<file path="src/rtl/obstacle_scheduler.sv">
// Scrolling-obstacle sequencer: X/gap/score/state, one registered update per vsync rising edge, no backpressure.
// Optional OBST_SPEEDUP_EN: step grows by score[7:3], capped at 15 pixels per frame.
module obstacle_scheduler #(
  parameter int          HOR_PIXELS  = 800,
  parameter int          OBST_WIDTH  = 50,
  parameter int          GAP_TOP_MIN = 100,
  parameter int          GAP_H       = 200,
  parameter int          BIRD_X      = 200,
  parameter logic [15:0] LFSR_SEED   = 16'hACE1
) (
  input  logic        clk,
  input  logic        rst,
  input  logic        vsync,
  input  logic        start,
  input  logic        collision,
  input  logic [3:0]  speed,
  output logic [11:0] obstacle_xpos,
  output logic [9:0]  gap_top,
  output logic [9:0]  gap_bot,
  output logic [7:0]  score,
  output logic        score_pulse,
  output logic [1:0]  state
);

  typedef enum logic [1:0] {IDLE = 2'b00, RUN = 2'b01, OVER = 2'b10} state_t;

  localparam logic [11:0] X_RESET  = 12'(HOR_PIXELS);
  localparam logic [11:0] EDGE_OFS = 12'(OBST_WIDTH - 1);
  localparam logic [11:0] BIRD_COL = 12'(BIRD_X);
  localparam logic [9:0]  TOP_MIN  = 10'(GAP_TOP_MIN);
  localparam logic [9:0]  GAP_HGT  = 10'(GAP_H);

  state_t      st;
  logic [15:0] lfsr;
  logic [15:0] lfsr_next;
  logic        vsync_d;
  logic        tick;
  logic [3:0]  step_base;
  logic [3:0]  step_eff;
  logic [11:0] x_step;
  logic        respawn;
  logic        scored;
  logic [9:0]  gap_new;

  assign tick      = vsync & ~vsync_d;
  assign lfsr_next = lfsr[0] ? ({1'b0, lfsr[15:1]} ^ 16'hB400) : {1'b0, lfsr[15:1]};
  assign gap_new   = TOP_MIN + {3'b000, lfsr[6:0]};
  assign state     = st;

`ifdef OBST_SPEEDUP_EN
  logic [5:0] step_sum;
  always_comb begin
    step_base = (speed == 4'd0) ? 4'd1 : speed;
    step_sum  = {2'b00, step_base} + {1'b0, score[7:3]};
    step_eff  = (step_sum > 6'd15) ? 4'd15 : step_sum[3:0];
  end
`else
  always_comb begin
    step_base = (speed == 4'd0) ? 4'd1 : speed;
    step_eff  = step_base;
  end
`endif

  // Scoring looks at the right edge crossing the player column on a plain move.
  always_comb begin
    respawn = obstacle_xpos < {8'd0, step_eff};
    x_step  = obstacle_xpos - {8'd0, step_eff};
    scored  = !respawn
              && ((obstacle_xpos + EDGE_OFS) >= BIRD_COL)
              && ((x_step + EDGE_OFS) < BIRD_COL);
  end

  always_ff @(posedge clk or posedge rst) begin
    if (rst) begin
      st            <= IDLE;
      lfsr          <= LFSR_SEED;
      vsync_d       <= 1'b0;
      obstacle_xpos <= X_RESET;
      gap_top       <= TOP_MIN;
      gap_bot       <= TOP_MIN + GAP_HGT;
      score         <= 8'd0;
      score_pulse   <= 1'b0;
    end else begin
      vsync_d     <= vsync;
      lfsr        <= lfsr_next;
      score_pulse <= 1'b0;
      case (st)
        IDLE, OVER: begin
          if (start) begin
            st            <= RUN;
            obstacle_xpos <= X_RESET;
            gap_top       <= gap_new;
            gap_bot       <= gap_new + GAP_HGT;
            score         <= 8'd0;
          end
        end
        RUN: begin
          // Collision wins over a same-cycle tick: the obstacle freezes where it is.
          if (collision) begin
            st <= OVER;
          end else if (tick) begin
            if (respawn) begin
              obstacle_xpos <= X_RESET;
              gap_top       <= gap_new;
              gap_bot       <= gap_new + GAP_HGT;
            end else begin
              obstacle_xpos <= x_step;
              if (scored) begin
                score_pulse <= 1'b1;
                if (score != 8'hFF) score <= score + 8'd1;
              end
            end
          end
        end
        default: st <= IDLE;
      endcase
    end
  end

endmodule

</file>
<file path="config.mk">
export PLATFORM = sky130hd
export DESIGN_NAME = obstacle_scheduler
export DESIGN_NICKNAME = d
export VERILOG_FILES = /design/src/rtl/obstacle_scheduler.sv
export SDC_FILE = /design/constraint.sdc
export NUM_CORES = 1
export LEC_CHECK = 0
export BUFFER_PORTS_ARGS = -buffer_cell sky130_fd_sc_hd__buf_4
export CORE_ASPECT_RATIO = 2
export CORE_MARGIN = 3
export CORE_UTILIZATION = 35
export DETAILED_ROUTE_END_ITERATION = 7
export PLACE_DENSITY = 0.53
export SLEW_MARGIN = 20
export SYNTH_ARGS = -nofsm -noshare
export SYNTH_HDL_FRONTEND = slang
export SYNTH_SLANG_ARGS = --single-unit
</file>
<file path="constraint.sdc">
create_clock -name clk -period 3.85 [get_ports clk]
set_clock_uncertainty 0.1 [all_clocks]
set_input_delay 0.1925 -clock clk [delete_from_list [all_inputs] [get_ports clk]]
set_output_delay 0.1925 -clock clk [all_outputs]
set_load 0.1 [all_outputs]
</file>
; ---- After elaboration in Yosys (flattened, before gate mapping)
; Index checks and enable logic that the tools add are counted.
[word_totals]
in_bits = 9
word_cells = 74
regBits = 60
[op_classes]
magnitude_cmp = 3
reduce_logical = 11
n_eq_ne = 11
addsub = 6
n_mux = 32
bitwise = 3
[op_table]
columns = op, count
row1 = 2-to-1 mux 10 bit, 8
row2 = 2-to-1 mux 12 bit, 4
row3 = 2-to-1 mux 8 bit, 6
row4 = case mux 10 bit (2 select lines), 2
row5 = adder 12 x 6 -> 12 bit (second input constant), 2
row6 = case mux 12 bit (2 select lines), 1
row7 = 2-to-1 mux 16 bit, 1
row8 = inequality test 2 bit (second input constant), 8
row9 = case mux 8 bit (2 select lines), 1
row10 = greater-or-equal comparator 12 x 8 -> 1 bit (second input constant), 1
row11 = less-than comparator 12 x 4 -> 1 bit, 1
row12 = less-than comparator 12 x 8 -> 1 bit (second input constant), 1
row13 = subtractor 12 x 4 -> 12 bit, 1
row14 = adder 8 x 8 -> 9 bit (second input constant), 1
row15 = adder 7 x 7 -> 8 bit (first input constant), 1
row16 = adder 8 x 1 -> 8 bit (second input constant), 1
row17 = inequality test 8 bit (second input constant), 1
row18 = AND reduction 7 bit, 1
row19 = 2-to-1 mux 1 bit, 5
row20 = AND reduction 5 bit, 1
row21 = logical NOT 4 bit, 1
row22 = 2-to-1 mux 2 bit, 2
row23 = 2-to-1 mux 4 bit, 1
row24 = NOT 3 -> 4 bit, 1
row25 = other kinds (12), 13

; ---- Longest topological paths before layout
[logic_depth]
ltp_word = 11
ltp_mapped = 14
depth_no_buf = 13

; ---- Worst setup path before layout
; Ideal clock, no wire load.
[synth_path]
path_type = register to register
startpoint = register obstacle_xpos[0]
endpoint = register score[7]
setup_ns = 0.078
arrival_time_ns = 3.591
slack_ns = 0.081
path_stages_with_launch = 13
n_path_buf = 0
t_required_ns = 3.672
cell_sequence = dfrtp_1 > inv_1 > ha_1 > inv_1 > fa_1 > a21o_1 > a211oi_4 > xnor2_1 > o311ai_0 > nor4_1 > o211ai_4 > or3_1 > a21boi_1
[synth_via]
elab_chain_len = 6
word_cells_on_any_way = 12
[synth_rtl]
columns = item, line_no
row1 = from (decl), 17  ; output logic [11:0] obstacle_xpos,
row2 = from (signal assigned), 107  ; obstacle_xpos <= x_step;
row3 = subtractor 12 x 4 -> 12 bit (tied with other cells), 67  ; x_step = obstacle_xpos - {8'd0, step_eff};
row4 = adder 12 x 6 -> 12 bit (tied with other cells), 70  ; && ((x_step + EDGE_OFS) < BIRD_COL);
row5 = less-than comparator 12 x 8 -> 1 bit or logical AND 1 bit (tied branches), "70, 69"
row6 = logical AND 1 bit, 70
row7 = inequality test 2 bit (no source line), n/a
row8 = AND reduction 7 bit (no source line) *, n/a
row9 = to (signal assigned), 110  ; if (score != 8'hFF) score <= score + 8'd1;
row10 = to (decl), 20  ; output logic [7:0] score,
; Mark *: on every way between the ends. The rest lies on a longest branch, timed or not.
; A chain may end at the register's enable or synchronous reset.

; ---- Final worst setup path
[layout_path]
startpoint = register obstacle_xpos[0]
endpoint = register score[5]
; Same word-level chain as after synthesis.

==> impl_metrics.csv <==
group,metric,value,unit
yosys,ys_ff_latch,54,
clock_tree,cts_buffers,5,
timing,min_period_over_period,89.20,%
layout,layout-drive-gt1-share,29.00,%
global_routing,grt_start_max_net_pins,33,
layout,syn2layout_area_growth,21.16,%
yosys,yosysWarnings,0,
timing,finalHoldViolCount,0,
die,fp.dieW,70.15,um
pwr,p_sw,1.521,mW
global_routing,grt.overflow.total,0,
timing,period_needed,3434,ps
clock_tree,clock_path_buffers,2,
route,dr.pass1.iters,4,
timing,max_freq,0.2912,GHz
timing,relSlewSlack,44.87,%
critical_path,crit_path_start_kind,"flip-flop",
pwr,p_clk_share,18.3,%
global_routing,grt_pass1_vias,2285,
yosys,syn-cell-area,2880,um^2
pwr,power.internal,1.398,mW
clock_tree,clockRootBuffer,"clkbuf_16",
yosys,ys_top_cells_by_area,"dfrtp_1 (32%), dfstp_2 (16%), nand2_1 (3.6%), mux2_2 (3.1%), ha_1 (3.0%)",
pwr,combinationalPowerShare,53.4,%
die,pin_count,52,
placed_design,globalplace.congestion,0.8837,
timing,fin_ws,415.9,ps
route,remaining_drc_errors,0,
die,die_height,134.3,um
yosys,yosys_most_used_dff,"dfrtp_1",
yosys,synth_edf_count,0,
yosys,yosysUniqueCellTypes,59,
worst_hold_path,hp-class,"in2reg",
yosys,synth.avg_cell_area,10.14,um^2
route,wl_per_cell,16.32,um
timing,drv_slew,0,
pwr,power.leakage,1.601,nW
layout,fin_nets,347,
outcome,status,"finished clean",
pwr,vdd_drop_max,0.4709,mV
timing,worst_pin_slew,827.0,ps
timing,finalSetupViolations,0,
yosys,yosysSeqAreaShare,47.65,%
pwr,pwr-share-seq,28.4,%
timing,rsz0062_at_grt,"no",
job,maxCapViolCount,0,
clock_tree,cts_tree,"built",
die,dieArea,9420,um^2
yosys,yosysTopAreaCellShare,32.15,%
route,ant_nets,0,
pwr,power,2.920,mW
route,vias_per_cell,5.386,
yosys,netlist_instances,284,
critical_path,critPathMaxFanout,10,
critical_path,worstSetupEndpointType,"flip-flop",
global_routing,grt_util_all_layers,15.36,%
die,core.rowCount,46,
route,via_count,2300,
global_routing,grt_antenna_before_repair,0,
layout,antennaDiodeCount,0,
placed_design,port_buffers,48,
clock_tree,cts_setup_buffers,0,
clock_tree,clk_pin_slew,70,ps
clock_tree,clock_sinks,54,
route,drtIter0Drc,96,
critical_path,critical_path_class,"reg2reg",
clock_tree,clk_latency,300,ps
die,core_area,7943,um^2
yosys,ys_async_sr_fraction,100.0,%
route,wl,6970,um
global_routing,grt_pass1_wl,11500,um
placed_design,place_hpwl,5316,um
critical_path,arrival,3560,ps
timing,timing.setup.tns,0,ps
die,start_util,36.26,%
pwr,switching_share,52.11,%
clock_tree,htree_levels,2,
pwr,power_density,836.7,nW/um^2
placed_design,dp_slack,406.6,ps
critical_path,critical_path_required,3970,ps
yosys,yosys.area.top_type,"dfrtp_1",
[placed cells by master (no fill, tap or decap), drive strengths merged, types with 8 or more instances in the layout]
master  count
nor2       16
mux2        8
o21ai      16
dfrtp      37
xor2        8
dfstp      17
buf        53
inv        15
nand3      10
nand2      28
a21oi      13
[cell type report]
type,instances,area (um^2)
timing repair buffer,55,417.9
clock inverter,3,47.55
sequential,54,1373
clock buffer,5,125.1
multi-input combinational,200,1354
inverter,14,52.55
fill,802,4453
tap,96,120.1
[what timing repair did]
| item | 4_1_cts | 5_1_grt |
|---|---|---|
| resized for setup | 0 | 0 |
| endpoints found under the hold margin | 15 | 0 |
| hold buffers | 2 | 0 |
[worst paths after layout]
check / depth (start not counted) / slack (ps) / end / startpoint
max: 13 / 420 / score[5]$_DFFE_PP0P_ / obstacle_xpos[0]$_DFFE_PP0P_
min: 2 / 10 / state[0]$_DFFE_PP0P_ / collision
max reg2reg: 13 / 420 / score[5]$_DFFE_PP0P_ / obstacle_xpos[0]$_DFFE_PP0P_
min reg2reg: 0 / 260 / lfsr[8]$_DFF_PP0_ / lfsr[9]$_DFF_PP0_
max in group asynchronous: 4 / 2450 / obstacle_xpos[5]$_DFFE_PP1P_ / rst
min in group asynchronous: 3 / 370 / lfsr[14]$_DFF_PP0_ / rst
[sequential cells by signal (all words and copies together) (netlist names)]
| name | cells |
|---|---|
| score_pulse | 1 |
| obstacle_xpos | 12 |
| vsync_d | 1 |
| state | 2 |
| gap_top | 8 |
| score | 8 |
| lfsr | 16 |
| gap_bot | 6 |
[per-layer routing]
layer  vias up  global-route usage, %  routed length (um)
met5         -                      0                   0
met4         0                  7.889                 227
met3        13                  1.575                 188
met2        49                  29.08                3909
met1      1135                  16.36                2645
li1       1103                      -                   -
[per-stage QoR]
step | hold WS (ps) | instances | cell area [um^2] | utilization (%)
final | 13.44 | 427 | 3490 | 43.94
after global routing | 27.46 | 427 | 3490 | 43.94
after CTS | 11.56 | 427 | 3490 | 43.94
after detailed placement | 149.2 | 417 | 3297 | 41.51
after global placement | 139.4 | 417 | 3297 | 41.51
after floorplan | 123.9 | 286 | 2888 | -
[power by group through the flow]
stage,logic [mW],registers (mW),clock network [mW]
2_1_floorplan,0.710,1.36,0
3_3_place_gp,1.55,0.841,0
3_5_place_dp,1.56,0.840,0
4_1_cts,1.56,0.831,0.541
5_1_grt,1.65,0.849,0.566
6_report,1.56,0.829,0.533
[cell usage after synthesis (6+ instances only)]
cell type	count
xnor2_1	7
buf_4	6
inv_1	14
o21ai_0	14
nand2_1	28
xor2_1	8
mux2_2	8
nand3_1	10
nand2b_1	6
dfstp_2	17
ha_1	7
dfrtp_1	37
nor2_1	16
a21oi_1	13
o31ai_1	7
clkbuf_1	7
or3_1	7
[worst max-delay path, stage by stage, from the launching register on]
cell and delay (ps):
dfrtp_1 440, inv_1 80, ha_1 170, inv_1 60, fa_1 430, a21o_1 270
a211oi_4 320, xnor2_1 240, o311ai_0 200, nor4_1 220, buf_4 180, o211ai_4 130
or3_1 370, a21boi_1 140
[kinds of logic (layout without fill, tap and decap cells)]
kind of cell	after synthesis	in the layout	synth area share [%]
xor gates and xnor gates	15	15	4.561
adders and majority gates	8	8	3.736
and+or+nand+nor	95	95	16.90
other	1	3	0.1302
AOI/OAI and AO/OA	68	68	17.25
buffers and inverters	32	77	5.604
DFF	54	54	47.65
muxes	11	11	4.170
No activity file was read; power rests on OpenSTA's default activity.
